File: src/rtl/au_dec_b_pipe_if.sv
// rtl/au_dec_b_pipe_if.sv - valid/ready operand and result channels of the pipelined decrementer
interface au_dec_b_pipe_if #(
   parameter int WIDTH = 32
);
   logic             in_valid;
   logic             in_ready;
   logic [WIDTH-1:0] a;
   logic             bi;
   logic             out_valid;
   logic             out_ready;
   logic [WIDTH-1:0] z;
   logic             bo;

   modport master (
      output in_valid, a, bi, out_ready,
      input  in_ready, out_valid, z, bo
   );

   modport slave (
      input  in_valid, a, bi, out_ready,
      output in_ready, out_valid, z, bo
   );
endinterface

File: src/rtl/au_dec_b_pipe.sv
// rtl/au_dec_b_pipe.sv - segmented z = a - bi, one SEG-bit segment resolved per stage
// The borrow ripples stage to stage; the whole pipe advances or holds as one unit.
module au_dec_b_pipe #(
   parameter int WIDTH = 32,
   parameter int SEG   = 8
) (
   input  logic           clk,
   input  logic           rst,
   au_dec_b_pipe_if.slave io
);
   localparam int SEG_C    = (SEG < 1) ? 1 : SEG;
   localparam int NSTG_RAW = (WIDTH + SEG_C - 1) / SEG_C;
   localparam int NSTG     = (NSTG_RAW < 1) ? 1 : NSTG_RAW;

   if (WIDTH < 1 || SEG < 1 || SEG > WIDTH) begin : g_bad_param
      $fatal(1, "ERROR: %m illegal parameters WIDTH=%0d SEG=%0d", WIDTH, SEG);
   end

   logic             s_v   [NSTG];
   logic [WIDTH-1:0] s_w   [NSTG];
   logic             s_b   [NSTG];
   logic [WIDTH-1:0] nxt_w [NSTG];
   logic             nxt_b [NSTG];
   logic             adv;

   assign adv         = !s_v[NSTG-1] | io.out_ready;
   assign io.in_ready = rst | adv;

   for (genvar k = 0; k < NSTG; k++) begin : g_stg
      localparam int LO = k * SEG_C;
      localparam int SW = (k == NSTG - 1) ? WIDTH - LO : SEG_C;

      logic [WIDTH-1:0] w_in;
      logic             b_in;
      logic [SW-1:0]    seg;
      logic [WIDTH-1:0] w_nxt;

      if (k == 0) begin : g_first
         assign w_in = io.a;
         assign b_in = io.bi;
      end else begin : g_next
         assign w_in = s_w[k-1];
         assign b_in = s_b[k-1];
      end

      assign seg = w_in[LO +: SW];

      // only segment k changes; lower ones are already final, upper ones still raw
      always_comb begin
         w_nxt             = w_in;
         w_nxt[LO +: SW]   = seg - SW'(b_in);
      end

      assign nxt_w[k] = w_nxt;
      assign nxt_b[k] = b_in & (seg == '0);
   end

   always_ff @(posedge clk) begin
      if (rst) begin
         for (int k = 0; k < NSTG; k++) begin
            s_v[k] <= 1'b0;
            s_w[k] <= '0;
            s_b[k] <= 1'b0;
         end
      end else if (adv) begin
         s_v[0] <= io.in_valid;
         for (int k = 1; k < NSTG; k++) begin
            s_v[k] <= s_v[k-1];
         end
         for (int k = 0; k < NSTG; k++) begin
            s_w[k] <= nxt_w[k];
            s_b[k] <= nxt_b[k];
         end
      end
   end

   assign io.out_valid = s_v[NSTG-1];
   assign io.z         = s_w[NSTG-1];
   assign io.bo        = s_b[NSTG-1];
endmodule

File: src/flat_wrapper.sv
// flat-port wrapper written by rule: the top's interface ports become plain ports
module au_dec_b_pipe_flat 
#(
   parameter int WIDTH = 32,
   parameter int SEG   = 8
)
  (clk, rst, io_in_valid, io_a, io_bi, io_out_ready, io_in_ready, io_out_valid, io_z, io_bo);
  au_dec_b_pipe_if #(.WIDTH(WIDTH)) io_i ();
  input  logic clk;
  input  logic rst;
  input wire logic [$bits(io_i.in_valid)-1:0] io_in_valid;
  input wire logic [$bits(io_i.a)-1:0] io_a;
  input wire logic [$bits(io_i.bi)-1:0] io_bi;
  input wire logic [$bits(io_i.out_ready)-1:0] io_out_ready;
  output wire logic [$bits(io_i.in_ready)-1:0] io_in_ready;
  output wire logic [$bits(io_i.out_valid)-1:0] io_out_valid;
  output wire logic [$bits(io_i.z)-1:0] io_z;
  output wire logic [$bits(io_i.bo)-1:0] io_bo;
  assign io_i.in_valid = io_in_valid;
  assign io_i.a = io_a;
  assign io_i.bi = io_bi;
  assign io_i.out_ready = io_out_ready;
  assign io_in_ready = io_i.in_ready;
  assign io_out_valid = io_i.out_valid;
  assign io_z = io_i.z;
  assign io_bo = io_i.bo;
  au_dec_b_pipe #(.WIDTH(WIDTH), .SEG(SEG)) u_core (.clk(clk), .rst(rst), .io(io_i));
endmodule
File: config.mk
export PLATFORM = sky130hd
export DESIGN_NAME = au_dec_b_pipe_flat
export DESIGN_NICKNAME = d
export VERILOG_FILES = /design/src/rtl/au_dec_b_pipe_if.sv /design/src/rtl/au_dec_b_pipe.sv /design/src/flat_wrapper.sv
export SDC_FILE = /design/constraint.sdc
export NUM_CORES = 1
export LEC_CHECK = 0
export CAP_MARGIN = 20
export CORE_UTILIZATION = 40
export DETAILED_ROUTE_END_ITERATION = 10
export SLEW_MARGIN = 20
export SYNTH_ARGS = -nofsm -noshare
export SYNTH_HDL_FRONTEND = slang
export SYNTH_SLANG_ARGS = --single-unit
export TNS_END_PERCENT = 20
File: constraint.sdc
create_clock -name clk -period 8.1 [get_ports clk]
set_input_delay 1.62 -clock clk [delete_from_list [all_inputs] [get_ports clk]]
set_output_delay 1.62 -clock clk [all_outputs]
set_load 0.005 [all_outputs]
=== Yosys cells after proc, flatten, opt, wreduce, memory -nomap -nowiden ===
Memory sizes are Yosys's and may differ from the RTL's.
Cells that the tools add are included.

* Flip-flop bits (word level): 0
* Bits in writable memories: 136
* Input bits: 37
* Output and inout bits: 35
* Word-level logic and storage cells: 47
* Memories: 3

{| class="wikitable"
|+ Memory list
! name !! words !! width !! read ports !! clocked after Yosys merged registers in !! write ports !! RTL line !! text
|-
| u_core.s_w || 4 || 32 || 4 || 0 || 4 || au_dec_b_pipe.sv:20 || <nowiki>logic [WIDTH-1:0] s_w [NSTG];</nowiki>
|-
| u_core.s_b || 4 || 1 || 4 || 0 || 4 || au_dec_b_pipe.sv:21 || <nowiki>logic s_b [NSTG];</nowiki>
|-
| u_core.s_v || 4 || 1 || 4 || 0 || 4 || au_dec_b_pipe.sv:19 || <nowiki>logic s_v [NSTG];</nowiki>
|}

* $add $sub $neg: 4
* Mux-type cells: 17
* Bitwise gates (word level): 18
* Reduce and logical (&&, ||, !) cells: 5

{| class="wikitable"
|+ Operators with widths
! operator !! count
|-
| 32-bit 2-to-1 mux || 4
|-
| 8-bit logical NOT || 4
|-
| 8-bit by 1-bit subtractor with 8-bit output || 4
|-
| 1-bit OR || 14
|-
| 1-bit 2-to-1 mux || 13
|-
| 1-bit bitwise AND || 4
|-
| 1-bit logical NOT || 1
|}

=== Longest topological paths before layout ===
Gate-level depths: netlist of the first run.

* Depth after elaboration: 6
* Depth in mapped cells: 6
* Gate-level depth less buffers: 6

=== Least setup slack after synthesis of the first run ===
OpenSTA, ideal clock, no wires.

* Kind: input -> output
* From: input port io_out_ready
* To: output port io_in_ready
* Arrival: 5.341 ns
* Data required time: 6.480 ns
* Slack: 1.139 ns
* Cell stages on the path: 3
* Path through: nand2b_1 -> clkbuf_1 -> nand2b_1

* Word-level cells in the longest chain between the ends: 2

{| class="wikitable"
|+ Ends and longest elaborated chain
! what !! RTL line !! text
|-
| start: declaration || flat_wrapper.sv:14 || <nowiki>input wire logic [$bits(io_i.out_ready)-1:0] io_out_ready;</nowiki>
|-
| 1-bit OR || au_dec_b_pipe.sv:26 || <nowiki>assign adv = !s_v[NSTG-1] | io.out_ready;</nowiki>
|-
| 1-bit OR || au_dec_b_pipe.sv:27 || <nowiki>assign io.in_ready = rst | adv;</nowiki>
|-
| end: declaration || flat_wrapper.sv:15 || <nowiki>output wire logic [$bits(io_i.in_ready)-1:0] io_in_ready;</nowiki>
|}

Every way passes these cells.

=== Worst setup path after layout of the first run ===
Ends and elaborated chain as after synthesis.

==> results of run 1 <==
[cell type report]
type | count | area, um2
multi-input cells | 213 | 1440
flip-flops and latches | 136 | 4080
clock buffers | 17 | 425
clock inverters | 15 | 184
inverters | 13 | 48.8
well taps | 180 | 225
repair buffers | 74 | 733
fillers | 1161 | 6690
[cell usage after synthesis]
cell and instances:
or3_2 1, nand2b_1 5, nor4_1 4, edfxtp_1 136
nor3b_1 5, o31ai_1 5, xnor2_1 9, and4b_1 1
a31o_2 1, ha_1 12, nor2_1 21, clkbuf_1 27
o21ai_0 6, or4b_2 4, nand3b_1 5, nand2_1 3
a21oi_1 10, or3_1 2, or4_4 3, inv_1 13
nand3_1 4, nand4_1 2, and3_1 101, or4_1 3
or4b_1 1, o2111ai_1 2, mux2i_1 3
[metal layers]
metal	up-vias	track usage	routed length [um]
li1	1610	-	-
met1	1516	0.179	4400
met2	90	0.201	4340
met3	9	0.0334	433
met4	0	0.0702	136
met5	-	0	0
[layout by cell type (no fill, tap or decap), types with 3 or more instances in the layout]
cell,synthesis,layout
buf_4,0,3
nor4_1,4,4
or4b_2,4,4
or4_1,3,3
edfxtp_1,136,136
inv_1,13,12
o31ai_1,5,5
clkdlybuf4s50_1,0,71
nor2_1,21,21
clkinv_1,0,4
bufinv_16,0,4
nand3_1,4,4
o21ai_0,6,6
xnor2_1,9,9
or4_4,3,3
a21oi_1,10,10
nand2b_1,5,3
nand3b_1,5,5
and3_1,101,101
nor3b_1,5,5
clkbuf_16,0,17
clkinvlp_4,0,4
mux2i_1,3,3
ha_1,12,12
[logic make-up after synthesis]
group	synth area share
buffers and inverters	0.0265
AND/OR/NAND/NOR	0.181
XOR/XNOR	0.0139
AO/OA/AOI/OAI	0.0254
flip-flops	0.722
multiplexers	0.00531
adder cells (fa/ha/maj)	0.0265
[worst max path at each step]
stage | start | end | slack [ns]
floorplan | io_out_ready | io_in_ready | 1.14
global placement | io_out_ready | io_in_ready | 2.96
detailed placement | io_out_ready | io_in_ready | 2.93
CTS | io_out_ready | io_in_ready | 2.89
global route | io_out_ready | io_in_ready | 2.82
finish | io_out_ready | io_in_ready | 2.95
[report_power, final]
group	internal, W	switching (W)	leakage [nW]	total, W
registers	0.000809	0.0000128	1.63	0.000822
clock network	0.000509	0.000273	0.285	0.000782
logic	0.0000478	0.0000365	1.16	0.0000843
[flip-flops by register name, indices dropped and copies added, names as in the netlist]
signal      cells
u_core.s_w    128
u_core.s_b      4
u_core.s_v      4
[metrics by stage]
step | hold slack [ns] | total power (W) | worst slack (ns) | area (um2) | std cells
after floorplan | 0.528 | 0.000876 | 1.14 | 5660 | 389
after CTS | 0.550 | 0.00171 | 2.89 | 7140 | 648
after global placement | 0.531 | 0.000919 | 2.96 | 6530 | 616
after global routing | 0.550 | 0.00174 | 2.82 | 7140 | 648
after detailed placement | 0.536 | 0.000921 | 2.93 | 6530 | 616
final | 0.548 | 0.00169 | 2.95 | 7140 | 648
[worst max-delay path: stages]
cell,delay [ns]
clkdlybuf4s50_1,0.46
nand2b_2,0.22
nand2b_4,0.58
clkdlybuf4s50_1,0.64
==> results by group, run 1 <==
CTS
  – CTS Buffer Depth: 2
  – PostCTS Resize Cnt: 0
  – Clock Sinks: 136
  – Inserted Clock Buffers: 17
  – Post-CTS Hold Fix Bufs: 0
  – Clock slew seen by the registers of the worst setup and hold paths: 0.06 ns
  – Clock latency on the worst-skew pair: 0.41 ns
  – # Post-CTS Setup Buffers: 0
  – Root Buffer: clkbuf_16
  – TritonCTS clock tree: done
  – Htree depth: 4

Global route
  – Largest net degree at the start of global routing: 106
  – Number of global-route vias before repair: 2955
  – Initial antenna violation count: 0
  – First-pass GRT wire length: 14.7 mm
  – GR Overflow Total: 0
  – GR Util All Layers: 0.134

Yosys
  – Synth area leader: edfxtp_1
  – Mapped cell area: 0.00566 mm2
  – Register area share after synthesis: 0.722
  – Synth Instances: 389
  – Synth Net Count: ~440
  – Average cell area after synthesis: ~15 um2
  – Largest cells by area after synthesis: edfxtp_1 72%, and3_1 11%, ha_1 2.7%
  – Unique masters post-synth: 27
  – Share of the synthesized area in the top cell type: 0.722
  – Ys Warns: 0
  – FF+latch count, synth: roughly 140

Hold path
  – Hold EP: u_core.s_w[0][116]
  – Hold_sp: u_core.s_w[0][84]
  – Hold WC Path Type: flop to flop
  – Worst hold path depth: 1

Final layout
  – Nets: 504
  – Fin util: 0.516
  – N_diodes: 0
  – Synth-to-layout area growth: 26.1%
  – Layout cells sized above 1: 0.0940

Route
  – Pre-Repair DR Iteration Count: 4
  – Vias per Instance: between 4 and 5
  – Post-Route WL: slightly above 9 mm
  – Routed wire per std cell: around 14 um
  – Vias post-DR: 3225
  – DRC: 0
  – Initial DRC count: ~250
  – Antenna Violating Nets Remaining: 0

Floorplanning
  – Chip Width: 121 um
  – IO Pins: 72
  – Die height: 121 um
  – Num rows: 43
  – Initial Util: 0.409
  – DIE AREA: 0.0146 mm2
  – Core area: 0.0138 mm2

Worst setup path
  – CP required: 6.48 ns
  – Kind of critical path: input port to primary output
  – Worst R2R Path Depth: 3
  – R2R Setup Slk: 5.57 ns
  – Reg-to-reg endpoint: u_core.s_w[0][48]
  – CP Capture Type: primary output
  – Peak fanout along the critical path: 50
  – CP startpoint kind: input port
  – Crit path DAT: 3.53 ns
  – Worst reg2reg path startpoint: u_core.s_v[3]

STA
  – Final setup fails: 0
  – Clk_skew: roughly 0.010 ns
  – RSZ-0062 raised after global routing: no
  – Fin crit share: 0.635
  – Final Max Slew Viols: 0
  – Worst Max-Slew Pin Slew: 1.04 ns
  – Final hold vios: 0
  – Min Tclk post-route: 5.15 ns
  – Max Freq: between 150 and 200 MHz
  – Slew margin rel.: 0.305
  – TNS Setup: 0 ns

Place
  – I/O Buffers: approximately 70
  – GP Congestion: just under 0.8
  – Hpwl dp: roughly 5.6 mm

Power and ir drop
  – PwrDens: 236 mW/mm2
  – Worst vdd ir: 0.137 mV
  – Leak: about 3 nW

Run
  – Max cap viols: 0

Status
  – Status: finished clean
(Power assumes the default switching activity.)
==> run 2, diff against run 1 <==
==> constraint.sdc (replaced) <==
create_clock -name clk -period 4.75 [get_ports clk]
set_input_delay 0.95 -clock clk [delete_from_list [all_inputs] [get_ports clk]]
set_output_delay 0.95 -clock clk [all_outputs]
set_load 0.005 [all_outputs]
==> run 2 against run 1 <==
Effect of this change:
- power rose by 72%
- sequential power rose by 70%
- combinational power rose by 71%
- core utilization rose by 0.21 points
- first-iteration DRC count rose by 15%
- critical path type unchanged
- critical endpoint unchanged
- largest power group unchanged
==> results by group, run 2 (synthesis results as in run 1) <==
Hold path
  – Hold WC Path Type: flop to flop

Floorplanning
  – Num rows: 43
  – Initial Util: 0.409
  – Die height: 121 um
  – IO Pins: 72
  – Chip Width: 121 um
  – Core area: 0.0138 mm2
  – DIE AREA: 0.0146 mm2

STA
  – Final hold vios: 0
  – Max Freq: 323 MHz
  – Final setup fails: 0
  – RSZ-0062 raised after global routing: no
  – Worst Max-Slew Pin Slew: 0.882 ns
  – Slew margin rel.: 0.412
  – Fin crit share: 0.651
  – Final Max Slew Viols: 0
  – Min Tclk post-route: approximately 3.1 ns
  – TNS Setup: 0 ns
  – Clk_skew: roughly 0.0071 ns

Route
  – Vias per Instance: 4.96
  – DRC: 0
  – Post-Route WL: 8.86 mm
  – Pre-Repair DR Iteration Count: 4
  – Vias post-DR: 3224
  – Initial DRC count: between 200 and 300
  – Routed wire per std cell: about 14 um
  – Antenna Violating Nets Remaining: 0

Worst setup path
  – Slowest cell on crit path: clkdlybuf4s50_1
  – CP Capture Type: primary output
  – CP Cell Sequence: clkdlybuf4s50_1 -> nand2b_2 -> nand2b_4 -> clkdlybuf4s50_1
  – CP max stage delay: 0.52 ns
  – Kind of critical path: input port to primary output
  – R2R Setup Slk: 2.28 ns
  – Peak fanout along the critical path: 2
  – Crit path buf inv count: 2
  – CP most frequent cell: clkdlybuf4s50_1
  – CP required: 3.80 ns
  – CP delay by family, top: buffers and inverters
  – CP startpoint kind: input port
  – Crit path DAT: 2.14 ns

Status
  – Status: finished clean

Final layout
  – Synth-to-layout area growth: 26.6%
  – Most frequent cells in the layout: 136 x edfxtp_1, 101 x and3_1, 71 x clkdlybuf4s50_1, 21 x nor2_1, 17 x clkbuf_16
  – Most common cell after layout, fill and taps aside: edfxtp_1
  – Fin util: 0.518
  – N_diodes: 0
  – Largest Register: u_core.s_w
  – Max reg flops: 128
  – # fillers: 1153
  – Layout cells sized above 1: 0.104
  – Top Registers: u_core.s_w x128, u_core.s_b x4, u_core.s_v x4
  – Nets: just over 500

Place
  – Hpwl dp: 5.28 mm
  – I/O Buffers: 71
  – GP Congestion: 0.767

Power and ir drop
  – PwrDens: 406 mW/mm2
  – Leak: 3.10 nW
  – Worst vdd ir: 0.230 mV

CTS
  – Root Buffer: clkbuf_16
  – Htree depth: 4
  – Post-CTS Hold Fix Bufs: 0
  – Clock Sinks: 136
  – Inserted Clock Buffers: 17
  – # Post-CTS Setup Buffers: 0
  – TritonCTS clock tree: done
  – CTS Buffer Depth: 2
  – PostCTS Resize Cnt: 0
  – Clock latency on the worst-skew pair: between 0.4 and 0.5 ns
  – Clock slew seen by the registers of the worst setup and hold paths: 0.06 ns

Global route
  – GR Util All Layers: 0.132
  – First-pass GRT wire length: 14.7 mm
  – Initial antenna violation count: 0
  – Largest net degree at the start of global routing: between 100 and 150
  – Number of global-route vias before repair: roughly 3000
  – GR Overflow Total: 0

Run
  – Max cap viols: 0
## run 2: area by class of cell
cell class	instances	area [um2]	share of cell area
Clock inverter	15	200	0.0279
Sequential cell	136	4080	0.570
Tap cell	180	225	0.0314
Clock buffer	17	425	0.0594
Timing Repair Buffer	76	748	0.104
Multi-Input combinational cell	213	1440	0.200
Inverter	13	48.8	0.00681
## run 2: final timing paths
| check | depth (start not counted) | to | from |
|---|---|---|---|
| max | 4 | io_in_ready | io_out_ready |
| min | 1 | u_core.s_w[0][65] | u_core.s_w[0][33] |
| min reg2reg | 1 | u_core.s_w[0][65] | u_core.s_w[0][33] |
| max reg2reg | 4 | u_core.s_w[0][67] | u_core.s_v[3] |
## run 2: per-layer routing
| layer | part of all wire | vias to the layer above | track usage |
|---|---|---|---|
| met4 | 0.014 | 0 | 0.0633 |
| met5 | 0 | - | 0 |
| li1 | - | 1625 | - |
| met2 | 0.44 | 77 | 0.189 |
| met3 | 0.044 | 9 | 0.0465 |
| met1 | 0.50 | 1513 | 0.177 |
## run 2: where the power goes
part	total (W)	switching, W	internal (W)
combinational	0.000144	0.0000614	0.0000822
clock	0.00136	0.000482	0.000880
sequential	0.00140	0.0000222	0.00138
total	0.00291	0.000565	0.00234
## run 2: per-stage QoR
stage | area (um2) | hold WS, ns | cells | setup slack (ns) | power (W)
3_5_place_dp | 6540 | 0.536 | 618 | 1.24 | 0.00157
4_1_cts | 7170 | 0.550 | 650 | 1.63 | 0.00293
3_3_place_gp | 6540 | 0.535 | 618 | 1.27 | 0.00157
5_1_grt | 7170 | 0.560 | 650 | 1.51 | 0.00300
2_1_floorplan | 5660 | 0.528 | 389 | 0.680 | 0.00149
6_report | 7170 | 0.549 | 650 | 1.66 | 0.00291
==> run 3, diff against run 2 <==
==> constraint.sdc (replaced) <==
create_clock -name clk -period 2.6 [get_ports clk]
set_input_delay 0.52 -clock clk [delete_from_list [all_inputs] [get_ports clk]]
set_output_delay 0.52 -clock clk [all_outputs]
set_load 0.005 [all_outputs]
==> run 3 against run 2 <==
Effect of this change:
- critical path depth unchanged
- worst setup slack lost 1.4 ns
- highest routed layer unchanged
- clock skew rose by 0.00082 ns
- global-route usage fell by 0.20 points
- non-clock buffer count unchanged
- largest cell class unchanged
- clock-buffer cell count grew 2
- wire length is 0.27% lower
- core utilization is 0.24 points lower
- largest power group unchanged
- flip-flop and latch count unchanged
- worst hold slack got worse by 0.0012 ns
- final area shrank 0.47%
==> results by group, run 3 (synthesis results as in run 1) <==
Worst setup path
  – Slowest cell on crit path: clkdlybuf4s50_1
  – CP Cell Sequence: clkdlybuf4s50_1 -> nand2b_2 -> nand2b_4 -> clkdlybuf4s50_1
  – CP most frequent cell: clkdlybuf4s50_1
  – CP max stage delay: 0.50 ns
  – CP Capture Type: primary output
  – Crit path DAT: 1.78 ns
  – Peak fanout along the critical path: 5
  – CP required: 2.08 ns
  – CP startpoint kind: input port
  – Kind of critical path: input port to primary output

Final layout
  – Most common cell after layout, fill and taps aside: edfxtp_1
  – Largest Register: u_core.s_w
  – Non-Filler Cell Area, Final: 0.00713 mm2
  – Final std cells w/o fill: 649
  – Nets: ~510
  – FF+latch area: just over 0.004 mm2
  – Multi-input gate area: 0.00144 mm2
  – Synth-to-layout area growth: 26.0%
  – Top Registers: u_core.s_w x128, u_core.s_b x4, u_core.s_v x4
  – # fillers: 1156
  – Max reg flops: 128
  – Layout cells sized above 1: 0.0917
  – N_diodes: 0
  – Most frequent cells in the layout: 136 x edfxtp_1, 101 x and3_1, 71 x clkdlybuf4s50_1, 21 x nor2_1, 17 x clkbuf_16

Floorplanning
  – Initial Util: 0.409
  – Core area: 0.0138 mm2
  – Die height: about 120 um
  – Num rows: 43
  – DIE AREA: 0.0146 mm2
  – Chip Width: 121 um
  – IO Pins: about 70

STA
  – Slew margin rel.: 0.452
  – Worst Max-Slew Pin Slew: 0.822 ns
  – Final hold vios: 0
  – Final setup fails: 0
  – Clk_skew: 0.00789 ns
  – Fin crit share: 0.883
  – Min Tclk post-route: 2.30 ns
  – TNS Setup: 0 ns
  – RSZ-0062 raised after global routing: no
  – Final Max Slew Viols: 0
  – Max Freq: 435 MHz

Hold path
  – Hold WC Path Type: flop to flop

Global route
  – Initial antenna violation count: 0
  – Met3 usage: 0.0390
  – First-pass GRT wire length: roughly 14 mm
  – GR Overflow Total: 0
  – Largest net degree at the start of global routing: between 100 and 150
  – GR Util All Layers: 0.130
  – Met2 Use GR: 0.180
  – Grt peak-use layer: met1
  – M1 GR Usage: 0.183
  – Number of global-route vias before repair: 3006

CTS
  – Root Buffer: clkbuf_16
  – CTS Buffer Depth: 2
  – Clock latency on the worst-skew pair: 0.40 ns
  – PostCTS Resize Cnt: 0
  – Clock Sinks: 136
  – Clock slew seen by the registers of the worst setup and hold paths: 0.05 ns
  – # Post-CTS Setup Buffers: 0
  – Inserted Clock Buffers: 17
  – Htree depth: 4
  – Post-CTS Hold Fix Bufs: 0
  – TritonCTS clock tree: done

Place
  – GP Congestion: around 0.81
  – Post-DP Area: roughly 0.0066 mm2
  – I/O Buffers: 71
  – Hpwl dp: 5.25 mm
  – Placed Cells: 618

Run
  – Max cap viols: 0

Power and ir drop
  – Leak: 3.08 nW
  – Worst vdd ir: 0.498 mV
  – PwrDens: 717 mW/mm2

Route
  – Post-Route WL: 8.84 mm
  – Routed wire per std cell: 13.6 um
  – Antenna Violating Nets Remaining: 0
  – Pre-Repair DR Iteration Count: 4
  – Vias post-DR: 3200
  – Vias per Instance: 4.93
  – Initial DRC count: roughly 300
  – DRC: 0

Status
  – Status: finished clean
run 3: changes by cell type in the layout (fill, tap and decap cells not counted), moves of 2 or more:
| cell | previous run | this run |
|---|---|---|
| inv_6 | 3 | 0 |
| buf_12 | 0 | 2 |
| buf_4 | 5 | 3 |
| clkinv_4 | 3 | 0 |
| clkbuf_1 | 0 | 2 |
| clkinv_1 | 0 | 3 |
run 3: stage by stage:
stage	worst slack (ns)	utilization	power (W)	hold slack, ns
CTS	0.287	0.516	0.00516	0.549
detailed placement	0.298	0.475	0.00287	0.536
global route	0.253	0.516	0.00529	0.560
finish	0.304	0.516	0.00511	0.548
global placement	0.300	0.475	0.00286	0.533
floorplan	0.139	-	0.00273	0.528
run 3: layout make-up:
type / instances / share of cell area
clock inverter: 12 / 0.0188
clock buffer: 19 / 0.0607
timing repair buffer: 76 / 0.108
multi-input combinational: 213 / 0.201
tap: 180 / 0.0316
inverter: 13 / 0.00684
sequential: 136 / 0.573
run 3: critical path: cells and delay by family:
family	cells	cell delay, ns
simple gates	2	0.31
buf+inv	2	0.95
run 3: per-layer routing:
layer | routed length, um | vias to the layer above | part of all wire
met5 | 0 | - | 0
met4 | 184 | 0 | 0.021
met3 | 381 | 18 | 0.043
met2 | 3710 | 79 | 0.42
met1 | 4560 | 1486 | 0.52
li1 | - | 1617 | -
run 3: power by group:
part	total, W	internal, W	switching (W)
clock network	0.00229	0.00148	0.000808
logic	0.000266	0.000153	0.000113
registers	0.00256	0.00252	0.0000395
run 3: final timing paths:
path / end / cells after the start / from / slack [ns]
worst max-delay path: io_in_ready / 4 / io_out_ready / 0.30
worst min-delay path: u_core.s_w[0][118] / 1 / u_core.s_w[0][86] / 0.55
worst max register to register: u_core.s_w[0][85] / 5 / u_core.s_w[0][48] / 0.77
worst min register to register: u_core.s_w[0][118] / 1 / u_core.s_w[0][86] / 0.55
